--- src/rtl/prga_decrypt_if.sv ---
// Bundle of the control, S-RAM, ROM and decrypted-RAM signals of the RC4 PRGA decryptor.
// The slave modport is the decryptor; the master modport is the environment (memories and requester).
interface prga_decrypt_if;
  logic       start;
  logic       complete;
  logic [7:0] s_address;
  logic [7:0] s_data;
  logic       s_wren;
  logic [7:0] s_q;
  logic [7:0] rom_address;
  logic [7:0] rom_q;
  logic [7:0] dec_address;
  logic [7:0] dec_data;
  logic       dec_wren;

  modport slave (
    input  start, s_q, rom_q,
    output complete, s_address, s_data, s_wren,
           rom_address, dec_address, dec_data, dec_wren
  );

  modport master (
    output start, s_q, rom_q,
    input  complete, s_address, s_data, s_wren,
           rom_address, dec_address, dec_data, dec_wren
  );
endinterface

--- src/rtl/prga_decrypt.sv ---
// RC4 pseudo-random generation stage: walks the shuffled S array and XORs the keystream
// with the encrypted ROM bytes, writing MSG_LEN decrypted bytes per run.
module prga_decrypt #(
  parameter int MSG_LEN = 32
) (
  input  logic          clk,
  input  logic          reset,
  prga_decrypt_if.slave bus
);

  typedef enum logic [3:0] {
    IDLE, INC_I, ADDR_I, READ_I, CALC_J, ADDR_J, READ_J,
    SWAP_I, SWAP_J, ADDR_F, READ_F, WRITE_D, CHECK_K, DONE
  } state_t;

  localparam logic [7:0] LAST_K = 8'(MSG_LEN - 1);

  state_t     state, next_state;
  logic [7:0] i, j, k;
  logic [7:0] si, sj, f, enc;

  always_ff @(posedge clk) begin
    if (reset) begin
      state <= IDLE;
      i     <= 8'd0;
      j     <= 8'd0;
      k     <= 8'd0;
      si    <= 8'd0;
      sj    <= 8'd0;
      f     <= 8'd0;
      enc   <= 8'd0;
    end else begin
      state <= next_state;
      case (state)
        INC_I:   i <= i + 8'd1;
        READ_I:  si <= bus.s_q;
        CALC_J:  j <= j + si;
        READ_J:  sj <= bus.s_q;
        READ_F: begin
          f   <= bus.s_q;
          enc <= bus.rom_q;
        end
        CHECK_K: if (k != LAST_K) k <= k + 8'd1;
        DONE: begin
          i <= 8'd0;
          j <= 8'd0;
          k <= 8'd0;
        end
        default: ;
      endcase
    end
  end

  // Memory reads are presented for two states so the registered RAM/ROM output is captured in the second.
  always_comb begin
    next_state      = state;
    bus.complete    = 1'b0;
    bus.s_address   = 8'd0;
    bus.s_data      = 8'd0;
    bus.s_wren      = 1'b0;
    bus.rom_address = 8'd0;
    bus.dec_address = 8'd0;
    bus.dec_data    = 8'd0;
    bus.dec_wren    = 1'b0;
    case (state)
      IDLE:    if (bus.start) next_state = INC_I;
      INC_I:   next_state = ADDR_I;
      ADDR_I: begin
        bus.s_address = i;
        next_state    = READ_I;
      end
      READ_I: begin
        bus.s_address = i;
        next_state    = CALC_J;
      end
      CALC_J:  next_state = ADDR_J;
      ADDR_J: begin
        bus.s_address = j;
        next_state    = READ_J;
      end
      READ_J: begin
        bus.s_address = j;
        next_state    = SWAP_I;
      end
      SWAP_I: begin
        bus.s_address = i;
        bus.s_data    = sj;
        bus.s_wren    = 1'b1;
        next_state    = SWAP_J;
      end
      SWAP_J: begin
        bus.s_address = j;
        bus.s_data    = si;
        bus.s_wren    = 1'b1;
        next_state    = ADDR_F;
      end
      ADDR_F: begin
        bus.s_address   = si + sj;
        bus.rom_address = k;
        next_state      = READ_F;
      end
      READ_F: begin
        bus.s_address   = si + sj;
        bus.rom_address = k;
        next_state      = WRITE_D;
      end
      WRITE_D: begin
        bus.dec_address = k;
        bus.dec_data    = f ^ enc;
        bus.dec_wren    = 1'b1;
        next_state      = CHECK_K;
      end
      CHECK_K: next_state = (k == LAST_K) ? DONE : INC_I;
      DONE: begin
        bus.complete = 1'b1;
        next_state   = IDLE;
      end
      default: next_state = IDLE;
    endcase
  end

endmodule

--- src/flat_wrapper.sv ---
// flat-port wrapper written by rule: the top's interface ports become plain ports
module prga_decrypt_flat 
#(
  parameter int MSG_LEN = 32
)
  (clk, reset, bus_start, bus_s_q, bus_rom_q, bus_complete, bus_s_address, bus_s_data, bus_s_wren, bus_rom_address, bus_dec_address, bus_dec_data, bus_dec_wren);
  prga_decrypt_if bus_i ();
  input  logic clk;
  input  logic reset;
  input wire logic [$bits(bus_i.start)-1:0] bus_start;
  input wire logic [$bits(bus_i.s_q)-1:0] bus_s_q;
  input wire logic [$bits(bus_i.rom_q)-1:0] bus_rom_q;
  output wire logic [$bits(bus_i.complete)-1:0] bus_complete;
  output wire logic [$bits(bus_i.s_address)-1:0] bus_s_address;
  output wire logic [$bits(bus_i.s_data)-1:0] bus_s_data;
  output wire logic [$bits(bus_i.s_wren)-1:0] bus_s_wren;
  output wire logic [$bits(bus_i.rom_address)-1:0] bus_rom_address;
  output wire logic [$bits(bus_i.dec_address)-1:0] bus_dec_address;
  output wire logic [$bits(bus_i.dec_data)-1:0] bus_dec_data;
  output wire logic [$bits(bus_i.dec_wren)-1:0] bus_dec_wren;
  assign bus_i.start = bus_start;
  assign bus_i.s_q = bus_s_q;
  assign bus_i.rom_q = bus_rom_q;
  assign bus_complete = bus_i.complete;
  assign bus_s_address = bus_i.s_address;
  assign bus_s_data = bus_i.s_data;
  assign bus_s_wren = bus_i.s_wren;
  assign bus_rom_address = bus_i.rom_address;
  assign bus_dec_address = bus_i.dec_address;
  assign bus_dec_data = bus_i.dec_data;
  assign bus_dec_wren = bus_i.dec_wren;
  prga_decrypt #(.MSG_LEN(MSG_LEN)) u_core (.clk(clk), .reset(reset), .bus(bus_i));
endmodule
--- config.mk ---
export PLATFORM = sky130hd
export DESIGN_NAME = prga_decrypt_flat
export DESIGN_NICKNAME = d
export VERILOG_FILES = /design/src/rtl/prga_decrypt_if.sv /design/src/rtl/prga_decrypt.sv /design/src/flat_wrapper.sv
export SDC_FILE = /design/constraint.sdc
export NUM_CORES = 1
export LEC_CHECK = 0
export ABC_CLOCK_PERIOD_IN_PS = 2540
export BUFFER_PORTS_ARGS = -buffer_cell sky130_fd_sc_hd__buf_2
export CAP_MARGIN = 10
export CELL_PAD_IN_SITES_DETAIL_PLACEMENT = 1
export CELL_PAD_IN_SITES_GLOBAL_PLACEMENT = 1
export CORE_MARGIN = 1.5
export CORE_UTILIZATION = 30
export CTS_BUF_LIST = sky130_fd_sc_hd__clkbuf_4
export DETAILED_ROUTE_END_ITERATION = 16
export GPL_TIMING_DRIVEN = 1
export HOLD_SLACK_MARGIN = 0.03
export PLACE_DENSITY = 0.62
export SLEW_MARGIN = 10
export SYNTH_ARGS = -nofsm -noshare
export SYNTH_HDL_FRONTEND = slang
export SYNTH_SLANG_ARGS = --single-unit
--- constraint.sdc ---
create_clock -name clk -period 2.54 [get_ports clk]
set_clock_uncertainty 0.1 [all_clocks]
set_input_delay 0.381 -clock clk [delete_from_list [all_inputs] [get_ports clk]]
set_output_delay 0.381 -clock clk [all_outputs]
set_load 0.01 [all_outputs]
# Yosys cells after proc, flatten, opt, wreduce, memory -nomap -nowiden
# Cells that the tools add are included.
[word_totals]
regBits = 60
latch_bits = 0
mem_bits_rw = 0
romBits = 0
inputBits = 19
wordCells = 54
n_memories = 0
[op_classes]
add_sub_neg = 4
mul = 0
div = 0
n_lt_le_gt_ge = 0
eq_ne = 17
n_shift = 0
n_mux = 15
bitwise = 1
reduce_logical = 9
[ops]
columns = ["operator", "n"]
rows = [
  ["case mux 8 bit (2 select lines)", 4],
  ["case mux 4 bit (13 select lines)", 1],
  ["two-way mux 8 bit", 4],
  ["equality test 4 bit (second input constant)", 6],
  ["case mux 8 bit (3 select lines)", 1],
  ["adder 8 x 1 -> 8 bit (second input constant)", 2],
  ["adder 8 bit", 2],
  ["equality test 4 x 3 -> 1 bit (second input constant)", 4],
  ["equality test 4 x 2 -> 1 bit (second input constant)", 2],
  ["equality test 8 x 5 -> 1 bit (second input constant)", 1],
  ["two-way mux 4 bit", 2],
  ["!= test 8 x 5 -> 1 bit (second input constant)", 1],
  ["bitwise XOR 8 bit", 1],
  ["nonzero test 2 bit", 3],
  ["OR reduction 3 bit", 2],
  ["equality test 4 x 1 -> 1 bit (second input constant)", 1],
  ["logical NOT 4 bit", 1],
  ["OR reduction 2 bit", 2],
  ["two-way mux 1 bit", 3],
  ["!= test 2 x 1 -> 1 bit (second input constant)", 1],
  ["!= test 2 bit (second input constant)", 1],
  ["AND reduction 2 bit", 1],
]

# Depth between registers and ports, before layout
[depth]
depth_word = 3
ltp_mapped = 9

# Least setup slack after synthesis
# Ideal clock, no wire load.
[synth_path]
path_type = "flip-flop to output port"
from = "register u_core.si[0]"
to = "output bus_s_address[6]"
arrival_time_ns = 1.677
required_ns = 2.059
setup_slack_ns = 0.382
stages_incl_launch_ff = 10
path_buffers = 0
path_cell_list = "dfxtp_1 ha_1 inv_1 fa_1 inv_1 a21oi_1 o21bai_1 a21o_1 a31oi_1 o21ai_1"
[synth_via]
elab_chain_len = 2
[synth_lines]
columns = ["item", "line", "source"]
rows = [
  ["from (decl)", "prga_decrypt.sv:20", "logic [7:0] si, sj, f, enc;"],
  ["from (signal assigned)", "prga_decrypt.sv:36", "READ_I: si <= bus.s_q;"],
  ["adder 8 bit", "prga_decrypt.sv:98, prga_decrypt.sv:103", ""],
  ["case mux 8 bit (3 select lines)", "prga_decrypt.sv:65", "case (state)"],
  ["to (decl)", "flat_wrapper.sv:14", "output wire logic [$bits(bus_i.s_address)-1:0] bus_s_address;"],
]
# Every way passes these cells.

# Worst setup path after layout
[layout_path]
from = "register u_core.sj[0]"
to = "output bus_s_address[6]"
[layout_via]
elab_chain_len = 2
[layout_lines]
columns = ["item", "line", "source"]
rows = [
  ["from (decl)", "prga_decrypt.sv:20", ""],
  ["from (signal assigned)", "prga_decrypt.sv:38", "READ_J: sj <= bus.s_q;"],
  ["adder 8 bit", "prga_decrypt.sv:98, prga_decrypt.sv:103", ""],
  ["case mux 8 bit (3 select lines)", "prga_decrypt.sv:65", ""],
]
# Every way passes these cells.

==> results.json <==
{
  "avgRoutedWirePerCell_um": 16.0,
  "finalCriticalPeriod_ns": 2.72,
  "final_common_cell": "nand2_1",
  "timing.rr.end": "u_core.j[6]",
  "reg2regPathDepth": 10,
  "maxCapViolCount": 0,
  "portBuffers": 61,
  "final.fill_count": 1327,
  "drt_iter0_markers": 94,
  "clock-sinks": 60,
  "clock.fmax_mhz": 368,
  "setup_viol": 4,
  "cts_max_level": 3,
  "grt-ovfl-total": 0,
  "drive_above_1_share_pct": 29.4,
  "multi_input_comb_area_mm2": 0.00226,
  "root_buffer": "clkbuf_4",
  "start_util_pct": 31.2,
  "ant_nets": 0,
  "grt_max_degree": 30,
  "min_from": "bus_rom_q[0]",
  "dp_slack_ns": 0.107,
  "die_area_mm2": 0.0121,
  "rows": 38,
  "cp-end-kind": "primary output",
  "ys.warnings.count": 0,
  "worst_pin_slew_ns": 0.659,
  "placedCellCount": 624,
  "final_nets": 542,
  "hold_end": "u_core.enc[0]",
  "grt_pass1_wl_um": 16500,
  "synth_top_flop_cell": "dfxtp_1",
  "ctsHoldBuffers": 0,
  "antenna_found_initial": 0,
  "clock_tree.buffer_depth": 2,
  "critPathMaxFanout": 3,
  "antennaDiodeCount": 0,
  "power_density_mw_per_mm2": 476,
  "hold_depth": 3,
  "cts_tree": "built",
  "maxSlewHeadroom_pct": 55.9,
  "dieWidth_um": 110,
  "synth_area_mm2": 0.00343,
  "coreArea_mm2": 0.0110,
  "peakVddDrop_mv": 0.221,
  "clkSlewWorstSetupHoldPaths_ns": 0.11,
  "violations": "negative setup slack",
  "io_pins": 62,
  "clk-insertion-delay-late_ns": 0.41,
  "synth_edf_count": 0,
  "first_pass_iters": 4,
  "wirelength_um": 10400,
  "ys_seq_area_share_pct": 35.0,
  "worst_setup_path_start_kind": "flop",
  "final_cell_mix": "80 x nand2_1, 61 x buf_2, 50 x dfxtp_1, 42 x nor2_1, 42 x a21oi_1",
  "grt_pass1_vias": 3240,
  "ys_async_sr_fraction_pct": 0,
  "vias": 3278,
  "drc_errors": 0,
  "synth_seq_cells": 60,
  "power_mw": 2.08,
  "cts_buffers": 9,
  "synth_cells": 426,
  "stdcell_count": 650,
  "hpwl_um": 7440,
  "synthDistinctLibCells": 55,
  "maxSlewViolCount": 0,
  "die_h_um": 110,
  "rsz0062_at_grt": "true",
  "hold_class": "input port to flop",
  "regArea_mm2": 0.00123,
  "layout_setup_ws_ns": -0.175,
  "status": "complete, but fails checks",
  "required_ns": 2.06,
  "routed_via_density": 5.04,
  "synth_nets": 463,
  "r2r_setup_slack_ns": 0.21,
  "r2r-start": "u_core.si[0]",
  "gp_congestion": 0.780,
  "worstPathArrival_ns": 2.23,
  "period_share_pct": 107,
  "p_leak_nw": 1.78,
  "area_delta_synth_final_pct": 27.3,
  "worstSetupPathType": "flop to primary output",
  "avgSynthCellArea_um2": 8.06,
  "grtUsageTotal_pct": 17.8,
  "final_hold_viol_count": 0
}
## stage by stage
stage	instance area [um^2]	TNS, ns	util [%]	hold WS, ns
after CTS	4270	-0.223	38.9	0.0705
after global routing	4370	-1.00	39.8	0.0829
final	4370	-0.360	39.8	0.0924
after detailed placement	3920	0	35.7	0.364
after floorplan	3430	0	-	0.348
after global placement	3920	0	35.7	0.357
## registers in the layout, indices dropped and copies added, names as in the netlist
name          count
u_core.state      4
u_core.k          8
u_core.sj         8
u_core.si         8
u_core.i          8
u_core.f          8
u_core.j          8
u_core.enc        8
## critical path, stage by stage (launching register included)
cell and delay [ns]:
dfxtp_4 0.37, ha_4 0.16, inv_2 0.06, fa_2 0.22, inv_2 0.05, a21oi_4 0.14
o21bai_4 0.09, a2111oi_4 0.33, a31oi_1 0.10, o21ai_1 0.15, buf_2 0.15
## final cells by class
cell class / instances / share of cell area [%]
clock buffer: 9 / 1.55
clock inverter: 7 / 2.63
sequential: 60 / 28.1
multi-input combinational: 339 / 51.6
timing repair buffer: 83 / 11.0
tap: 140 / 4.01
inverter: 12 / 1.03
## power breakdown
group	total (mW)	internal (mW)	switching (mW)
clock	0.894	0.494	0.400
combinational	0.200	0.0781	0.122
sequential	0.986	0.954	0.0323
total	2.08	1.53	0.554
## Yosys cell counts, types with 2 or more instances
master    count  area share [%]
fa_1          2             1.2
nor3_1        3            0.44
clkbuf_1      6            0.66
nand2_1      80             8.7
o21bai_1      4            0.87
o21ai_1       7             1.0
a222oi_1      3            0.87
ha_1         16             5.8
xor2_1       13             3.3
nor2b_1       4            0.73
nand2b_1      6             1.1
a211oi_1      3            0.66
nor2_1       43             4.7
or2_2         3            0.55
a31oi_1       2            0.36
nor3_4        3             1.4
o22ai_1       2            0.36
dfxtp_1      60              35
a21oi_1      46             6.7
nor2_2        2            0.36
inv_1        12             1.3
a22oi_1       6             1.3
nand4_1       5            0.91
o21ai_0       4            0.58
and2_1       16             2.9
buf_2         3            0.44
nor3b_1       2            0.44
a22o_1        8             2.0
xnor2_1      18             4.6
nor3_2        2            0.58
and3_1        3            0.55
buf_4         5             1.1
a21o_1        6             1.3
mux2i_1       2            0.58
nand3_1       6            0.87
## worst max path at each step
stage | startpoint | to | cells past startpoint
finish | u_core.sj[0] | bus_s_address[6] | 10
global route | u_core.sj[0] | bus_s_address[6] | 10
CTS | u_core.sj[0] | bus_s_address[6] | 10
detailed placement | u_core.si[0] | bus_s_address[6] | 10
global placement | u_core.si[0] | bus_s_address[6] | 10
floorplan | u_core.si[0] | bus_s_address[6] | 9
## routing by layer
metal  global-route usage, %  up-vias  part of all wire (%)
met5                       0        -                     0
met3                    2.79       11                   3.3
met2                    31.0       58                    49
met4                    6.12        0                   1.1
li1                        -     1628                     -
met1                    22.2     1581                    47
## cells by family (layout without fill, tap and decap cells)
kind of cell    after synthesis  after routing  share of synthesized area, %
compound gates               98             98                          18.0
xor+xnor                     31             31                          7.91
fa+ha+maj                    18             18                          7.00
buf+inv                      27            111                          3.83
flops                        60             60                          35.0
mux                           3              3                          1.02
simple gates                189            189                          27.2
## what timing repair did
action                                  4_1_cts  5_1_grt
gates resized for setup                      32       20
endpoints found under the setup margin       19       29
setup buffers                                 8        2
pin swaps                                    12        7
Note: power is estimated with default switching activity, not from simulation.
